[src/rtl/switch_allocator_if.sv]
// Switch-allocator bundle between the input-port buffers and the allocator.
//   request_i       : per-input switch request (sa_request_o of each input port)
//   out_port_i      : per-input requested output index
//   is_tail_i       : head-of-buffer flit is TAIL or HEADTAIL
//   is_head_i       : head-of-buffer flit is HEAD or HEADTAIL
//   downstream_on_i : per-output on/off from downstream (1 = may send)
//   grant_o         : per-input buffer read command (combinational)
//   xb_sel_o        : per-output registered crossbar input select
//   xb_valid_o      : per-output registered crossbar valid
//   error_o         : registered protocol-violation pulse
// slave = allocator side, master = input-port/downstream side.
interface switch_allocator_if #(
    parameter int unsigned PORT_NUM = 5
);
    localparam int unsigned SEL_SIZE = (PORT_NUM > 1) ? $clog2(PORT_NUM) : 1;

    logic [PORT_NUM-1:0]               request_i;
    logic [PORT_NUM-1:0][SEL_SIZE-1:0] out_port_i;
    logic [PORT_NUM-1:0]               is_tail_i;
    logic [PORT_NUM-1:0]               is_head_i;
    logic [PORT_NUM-1:0]               downstream_on_i;
    logic [PORT_NUM-1:0]               grant_o;
    logic [PORT_NUM-1:0][SEL_SIZE-1:0] xb_sel_o;
    logic [PORT_NUM-1:0]               xb_valid_o;
    logic                              error_o;

    modport slave (
        input  request_i, out_port_i, is_tail_i, is_head_i, downstream_on_i,
        output grant_o, xb_sel_o, xb_valid_o, error_o
    );

    modport master (
        output request_i, out_port_i, is_tail_i, is_head_i, downstream_on_i,
        input  grant_o, xb_sel_o, xb_valid_o, error_o
    );
endinterface

[src/rtl/switch_allocator.sv]
// Per-output round-robin switch allocator with wormhole locking.
//   clk : clock
//   rst : synchronous reset, active-low
//   sa  : allocator bundle (slave side): requests, destinations, flit type,
//         downstream on/off in; combinational grants, registered crossbar
//         select/valid and error pulse out.
// Each output is either IDLE (round-robin among head flits) or LOCKED to one
// input until that input's tail flit is granted.
module switch_allocator #(
    parameter int unsigned PORT_NUM = 5
) (
    input  logic                clk,
    input  logic                rst,
    switch_allocator_if.slave   sa
);
    localparam int unsigned SEL_SIZE = (PORT_NUM > 1) ? $clog2(PORT_NUM) : 1;

    typedef enum logic {
        S_IDLE   = 1'b0,
        S_LOCKED = 1'b1
    } state_e;

    state_e                            fsm_q [PORT_NUM];
    state_e                            fsm_d [PORT_NUM];
    logic [PORT_NUM-1:0][SEL_SIZE-1:0] owner_q, owner_d;
    logic [PORT_NUM-1:0][SEL_SIZE-1:0] rr_q, rr_d;
    logic [PORT_NUM-1:0][SEL_SIZE-1:0] sel_q, sel_d;
    logic [PORT_NUM-1:0]               valid_q, valid_d;
    logic                              err_q, err_d;
    logic [PORT_NUM-1:0]               grant_c;
    logic [PORT_NUM-1:0]               locked_in;
    logic [SEL_SIZE-1:0]               own;
    logic [SEL_SIZE-1:0]               cand;
    logic                              found;
    int unsigned                       idx;

    // Arbitration, lock tracking and crossbar next-state for every output.
    always_comb begin
        grant_c   = '0;
        valid_d   = '0;
        err_d     = 1'b0;
        sel_d     = sel_q;
        owner_d   = owner_q;
        rr_d      = rr_q;
        locked_in = '0;
        own       = '0;
        cand      = '0;
        found     = 1'b0;
        idx       = 0;
        for (int o = 0; o < int'(PORT_NUM); o++) begin
            fsm_d[o] = fsm_q[o];
        end

        // An input holding a lock may not win any other (idle) output.
        for (int o = 0; o < int'(PORT_NUM); o++) begin
            if (fsm_q[o] == S_LOCKED) begin
                locked_in[owner_q[o]] = 1'b1;
            end
        end

        for (int o = 0; o < int'(PORT_NUM); o++) begin
            own   = owner_q[o];
            found = 1'b0;
            cand  = '0;
            if (fsm_q[o] == S_LOCKED) begin
                if (sa.request_i[own]) begin
                    if (sa.out_port_i[own] != SEL_SIZE'(o)) begin
                        err_d = 1'b1;
                    end else if (sa.downstream_on_i[o]) begin
                        grant_c[own] = 1'b1;
                        valid_d[o]   = 1'b1;
                        sel_d[o]     = own;
                        if (sa.is_tail_i[own]) begin
                            fsm_d[o] = S_IDLE;
                        end
                    end
                end
            end else begin
                // First eligible input scanning from the round-robin pointer.
                for (int unsigned k = 0; k < PORT_NUM; k++) begin
                    idx = 32'(rr_q[o]) + k;
                    if (idx >= PORT_NUM) begin
                        idx = idx - PORT_NUM;
                    end
                    if (!found && sa.request_i[idx] && !locked_in[idx] &&
                        sa.out_port_i[idx] == SEL_SIZE'(o) && sa.downstream_on_i[o]) begin
                        found = 1'b1;
                        cand  = SEL_SIZE'(idx);
                    end
                end
                if (found) begin
                    if (sa.is_head_i[cand]) begin
                        grant_c[cand] = 1'b1;
                        valid_d[o]    = 1'b1;
                        sel_d[o]      = cand;
                        rr_d[o]       = (cand == SEL_SIZE'(PORT_NUM - 1)) ? '0 : cand + 1'b1;
                        if (!sa.is_tail_i[cand]) begin
                            fsm_d[o]   = S_LOCKED;
                            owner_d[o] = cand;
                        end
                    end else begin
                        // Body flit with no lock: protocol violation, not granted.
                        err_d = 1'b1;
                    end
                end
            end
        end

        if (!rst) begin
            grant_c = '0;
        end
    end

    // State and crossbar registers.
    always_ff @(posedge clk) begin
        if (!rst) begin
            for (int o = 0; o < int'(PORT_NUM); o++) begin
                fsm_q[o] <= S_IDLE;
            end
            owner_q <= '0;
            rr_q    <= '0;
            sel_q   <= '0;
            valid_q <= '0;
            err_q   <= 1'b0;
        end else begin
            for (int o = 0; o < int'(PORT_NUM); o++) begin
                fsm_q[o] <= fsm_d[o];
            end
            owner_q <= owner_d;
            rr_q    <= rr_d;
            sel_q   <= sel_d;
            valid_q <= valid_d;
            err_q   <= err_d;
        end
    end

    assign sa.grant_o    = grant_c;
    assign sa.xb_sel_o   = sel_q;
    assign sa.xb_valid_o = valid_q;
    assign sa.error_o    = err_q;

endmodule
[src/flat_wrapper.sv]
// flat-port wrapper written by rule: the top's interface ports become plain ports
module switch_allocator_flat 
#(
    parameter int unsigned PORT_NUM = 5
)
  (clk, rst, sa_request_i, sa_out_port_i, sa_is_tail_i, sa_is_head_i, sa_downstream_on_i, sa_grant_o, sa_xb_sel_o, sa_xb_valid_o, sa_error_o);
  switch_allocator_if #(.PORT_NUM(PORT_NUM)) sa_i ();
  input  logic clk;
  input  logic rst;
  input wire logic [$bits(sa_i.request_i)-1:0] sa_request_i;
  input wire logic [$bits(sa_i.out_port_i)-1:0] sa_out_port_i;
  input wire logic [$bits(sa_i.is_tail_i)-1:0] sa_is_tail_i;
  input wire logic [$bits(sa_i.is_head_i)-1:0] sa_is_head_i;
  input wire logic [$bits(sa_i.downstream_on_i)-1:0] sa_downstream_on_i;
  output wire logic [$bits(sa_i.grant_o)-1:0] sa_grant_o;
  output wire logic [$bits(sa_i.xb_sel_o)-1:0] sa_xb_sel_o;
  output wire logic [$bits(sa_i.xb_valid_o)-1:0] sa_xb_valid_o;
  output wire logic [$bits(sa_i.error_o)-1:0] sa_error_o;
  assign sa_i.request_i = sa_request_i;
  assign sa_i.out_port_i = sa_out_port_i;
  assign sa_i.is_tail_i = sa_is_tail_i;
  assign sa_i.is_head_i = sa_is_head_i;
  assign sa_i.downstream_on_i = sa_downstream_on_i;
  assign sa_grant_o = sa_i.grant_o;
  assign sa_xb_sel_o = sa_i.xb_sel_o;
  assign sa_xb_valid_o = sa_i.xb_valid_o;
  assign sa_error_o = sa_i.error_o;
  switch_allocator #(.PORT_NUM(PORT_NUM)) u_core (.clk(clk), .rst(rst), .sa(sa_i));
endmodule
[config.mk]
export PLATFORM = sky130hd
export DESIGN_NAME = switch_allocator_flat
export DESIGN_NICKNAME = d
export VERILOG_FILES = /design/src/rtl/switch_allocator_if.sv /design/src/rtl/switch_allocator.sv /design/src/flat_wrapper.sv
export SDC_FILE = /design/constraint.sdc
export NUM_CORES = 1
export LEC_CHECK = 0
export CORE_MARGIN = 2
export CORE_UTILIZATION = 51
export CTS_CLUSTER_SIZE = 20
export DETAILED_ROUTE_END_ITERATION = 8
export GPL_ROUTABILITY_DRIVEN = 1
export PLACE_DENSITY = 0.82
export RECOVER_POWER = 100
export SLEW_MARGIN = 20
export SYNTH_ARGS = -nofsm -noshare
export SYNTH_HDL_FRONTEND = slang
export SYNTH_SLANG_ARGS = --single-unit
[constraint.sdc]
create_clock -name clk -period 4.8 [get_ports clk]
set_clock_uncertainty 0.2 [all_clocks]
set_input_delay 0.72 -clock clk [delete_from_list [all_inputs] [get_ports clk]]
set_output_delay 0.72 -clock clk [all_outputs]
set_load 0.1 [all_outputs]
==> results of run 1 <==
==> repair_timing <==
action	CTS
resized for setup	171
buffers inserted	39
pin swaps	57
setup endpoints to repair	37
==> cells by family after synthesis <==
family	after synthesis	synth area share
buf+inv	192	0.0680
compound gates	520	0.338
simple gates	649	0.314
flops	56	0.0997
fa+ha+maj	58	0.0679
xor+xnor	25	0.0195
mux	89	0.0931
==> through the flow <==
step | instances | TNS (ns) | hold WS [ns] | area (µm²)
2_1_floorplan | 1589 | -2.04 | 0.365 | 11600
3_3_place_gp | 2347 | -11.48 | 0.244 | 16100
3_5_place_dp | 2347 | -19.13 | 0.264 | 16100
4_1_cts | 2393 | -3.16 | 0.275 | 17300
==> synthesized netlist by cell type, types with 15 or more instances <==
| library cell | instances | area [µm²] |
|---|---|---|
| xnor2_1 | 25 | 219 |
| buf_2 | 23 | 115 |
| a211oi_1 | 34 | 255 |
| o21ai_0 | 68 | 340 |
| nor3_1 | 63 | 315 |
| a31oi_1 | 26 | 163 |
| and3_1 | 21 | 131 |
| mux2i_1 | 63 | 631 |
| ha_1 | 53 | 663 |
| nor2b_1 | 25 | 156 |
| o22ai_1 | 24 | 150 |
| nand2_1 | 132 | 495 |
| nand3_1 | 62 | 310 |
| a21o_1 | 16 | 120 |
| or3_1 | 18 | 113 |
| inv_1 | 78 | 293 |
| and2_1 | 24 | 150 |
| nor4_1 | 18 | 113 |
| nand2b_1 | 23 | 144 |
| clkbuf_1 | 73 | 274 |
| nor2_1 | 128 | 480 |
| a22oi_1 | 18 | 135 |
| mux2_2 | 15 | 169 |
| o211ai_1 | 20 | 150 |
| dfxtp_1 | 56 | 1120 |
| a21oi_1 | 108 | 541 |
| o31ai_1 | 15 | 113 |
| nand4_1 | 16 | 100 |
==> routing by layer <==
layer,GRT overflow,track usage
met3,37,0.829
met2,385,1.03
met4,216,0.950
met5,3,0.596
met1,20,0.890
==> impl_metrics.yaml, run 1 <==
place:
  gp_congestion: 1.16
  portBuffers: 62
  place_hpwl_um: 42500
  dp_slack_ns: -0.931
synth:
  syn_area_per_cell_um2: 7.08
  synth_nets: 1684
  synth.distinct_cells: 109
  synth_edf_count: 0
  yosysSeqAreaShare: 0.0997
  async_reset_ff_frac: 0
  synth_seq_cells: 56
  syn_area_um2: 11200
  ys_warn_count: 0
  synthFlopType: "dfxtp_1"
  syn_inst: 1589
clock_tree:
  cts_buffers: 5
  cts_buffer_depth: 2
  cts.sinks: 56
  cts-root-buf: "clkbuf_16"
  htree_levels: 2
  hold_buffers: 0
grt:
  grt.total_usage: 0.917
  grt_max_degree: 43
  grt.overflow.total: 661
die:
  die_x_um: 153
  rows: 54
  die_y_um: 153
  initial_core_util: 0.517
  io_pins: 63
outcome:
  status: "aborted with a tool error"
  haltStage: "5_1_grt"
  tool.error: "[ERROR GRT-0232] Routing congestion too high. Check the congestion heatmap in the GUI."
==> run 2, diff against run 1 <==
- CORE_UTILIZATION: 51 -> 36
- CTS_CLUSTER_SIZE: 20 -> not set
- PLACE_DENSITY: 0.82 -> not set
- PLACE_DENSITY_LB_ADDON: not set -> 0.15
- clock period: 4.8 -> 6.25 ns (I/O delays scaled with it)
==> impl_metrics.yaml, run 2 <==
sta:
  timing_hold_violations_final: 0
  tightestPinTransition_ns: 1.01
  maxSlewHeadroom: 0.325
  slew_viol_final: 0
  fin_crit_sh: 0.971
  fin_setup_tns_ns: 0
  max_freq_mhz: 165
  setup_viol: 0
  worst_slack_ns: 0.182
  finalCriticalPeriod_ns: 6.07
clock_tree:
  cts.sinks: 56
  cts_buffers: 5
  cts-root-buf: "clkbuf_16"
  htree_levels: 2
  cts_buffer_depth: 2
  clk_latency_ns: 0.33
  cts_tree: "done"
  clk_pin_slew_ns: 0.09
hold_path:
  hold_path.class: "reg -> reg"
synth:
  netlist_top_cells_area: "dfxtp_1 10%, ha_1 5.9%, mux2i_1 5.6%"
  syn_inst: 1589
  synth_seq_cells: 56
  async_reset_ff_frac: 0
  synth_nets: 1684
  synth_edf_count: 0
  synth_top_area_cell: "dfxtp_1"
  ys_warn_count: 0
  syn_area_um2: 11200
  synth.distinct_cells: 109
  synthTopCellsByCount: "132 x nand2_1, 128 x nor2_1, 108 x a21oi_1"
  yosys.cell_count.top_type: "nand2_1"
  yosysSeqAreaShare: 0.0997
  synth_top_area_frac: 0.0997
  synthFlopType: "dfxtp_1"
  syn_area_per_cell_um2: 7.08
power:
  ir_worst_vdd_uv: 427
  internal_power_mw: 2.95
  netSwitchingFraction: 0.573
  comb_power_share: 0.873
  seqPwrFrac: 0.079
  clkPwrFrac: 0.047
  p_sw_mw: 3.96
  p_leak_nw: 5.53
  powerDensity_nw_per_um2: 497
run:
  cap_violations: 0
final_layout:
  multi_input_area_um2: 9580
  regArea_um2: 1130
  nets: 1861
  syn2layout_area_growth_pct: 23.7
  final_cell_mix: "203 x buf_4, 131 x nand2_1, 129 x nor2_1"
  n_fill_cell: 3219
  drive_above_1_share: 0.198
  layout_commonest_cell: "buf_4"
route:
  dr.pass1.iters: 6
  vias: 13953
  routedWlPerCell_um: 24.6
  via_per_inst: 6.44
  drt_iter0_markers: 1388
  drc: 0
  ant_nets: 0
  finalWirelength_um: 53400
die:
  initial_core_util: 0.367
  die_y_um: 181
  fp.coreArea_um2: 30700
  die_x_um: 181
  dieArea_um2: 32700
  io_pins: 63
  rows: 64
critical_path:
  worstPathArrival_ns: 4.93
  endpoint_kind: "output port"
  worstSetupPathType: "reg -> out"
  start_kind: "flip-flop"
  worstPathMaxFanout: 9
  required_ns: 5.11
grt:
  first_global_vias: 12991
  grt.overflow.total: 0
  grt_pass1_wl_um: 79900
  antenna_found_initial: 2
  grt_max_degree: 34
  grt.total_usage: 0.316
outcome:
  status: "completed"
place:
  place_hpwl_um: 42900
  gp_congestion: 0.990
  portBuffers: 62
  dp_slack_ns: -0.0649
[run 2: cell counts after synthesis]
Identical to the previous run, type by type.
[run 2: path summary, 6_finish.rpt]
path	startpoint	endpoint	slack, ns	cells past startpoint
hold / removal	u_core.sa.xb_sel_o[0]	u_core.sa.xb_sel_o[0]	0.26	2
setup / recovery	u_core.fsm_q[4]	sa_grant_o[0]	0.18	17
hold reg to reg	u_core.sa.xb_sel_o[0]	u_core.sa.xb_sel_o[0]	0.26	2
setup reg to reg	u_core.fsm_q[4]	u_core.owner_q[3]	0.57	18
[run 2: area by class of cell]
class,count,share of cell area
clock inverter,3,0.00189
multi-input combinational,1341,0.688
timing repair buffer,273,0.160
sequential,56,0.0810
tap,396,0.0356
antenna,2,0.000360
clock buffer,5,0.00899
inverter,89,0.0242
[run 2: worst max-delay path, cell delays in order, from the launching register on]
cell and delay [ns]:
dfxtp_1 0.42, buf_4 0.21, or4b_1 0.62, and3_1 0.36, and4_1 0.22, o31ai_1 0.23
o31a_1 0.26, o211ai_1 0.13, buf_4 0.18, buf_4 0.14, o311ai_2 0.37, buf_4 0.18
nand3_1 0.14, a311oi_4 0.39, o31ai_4 0.10, nor3_1 0.19, o31a_1 0.20, buf_6 0.23
[run 2: routing by layer]
| layer | global-route usage | wire length (µm) | up-vias |
|---|---|---|---|
| li1 | - | - | 6458 |
| met2 | 0.480 | 22700 | 723 |
| met4 | 0.142 | 2510 | 0 |
| met5 | 0 | 0 | - |
| met3 | 0.0591 | 4590 | 131 |
| met1 | 0.433 | 23600 | 6641 |
[run 2: cells by family (layout without fill, tap and decap cells)]
group / after synthesis / in the layout / synth area share
muxes: 89 / 89 / 0.0931
adders and majority gates: 58 / 58 / 0.0679
AOI/OAI and AO/OA: 520 / 520 / 0.338
buffers and inverters: 192 / 370 / 0.0680
and+or+nand+nor: 649 / 649 / 0.314
DFF: 56 / 56 / 0.0997
other: 0 / 2 / 0
xor gates and xnor gates: 25 / 25 / 0.0195
[run 2: timing repair]
action / in CTS / in global routing
resized for setup: 9 / 58
endpoints found under the setup margin: 5 / 5
hold buffers: 0 / 0
setup buffers: 0 / 6
pin swaps: 0 / 6
[run 2: metrics by stage]
step	power [mW]	utilization	cell area [µm²]	instances	hold slack, ns
floorplan	4.33	-	11300	1589	0.393
global placement	6.40	0.442	13600	2149	0.241
detailed placement	6.40	0.442	13600	2149	0.249
CTS	6.78	0.448	13700	2157	0.263
global route	7.38	0.454	13900	2164	0.279
finish	6.92	0.454	13900	2165	0.262
[run 2: power groups by stage]
| stage | Combinational [mW] | Sequential (mW) | Clock (mW) |
|---|---|---|---|
| global placement | 5.85 | 0.549 | 0 |
| finish | 6.04 | 0.548 | 0.328 |
| detailed placement | 5.85 | 0.549 | 0 |
| CTS | 5.90 | 0.542 | 0.338 |
| global route | 6.48 | 0.559 | 0.344 |
| floorplan | 3.63 | 0.700 | 0 |
(Power assumes the default switching activity.)
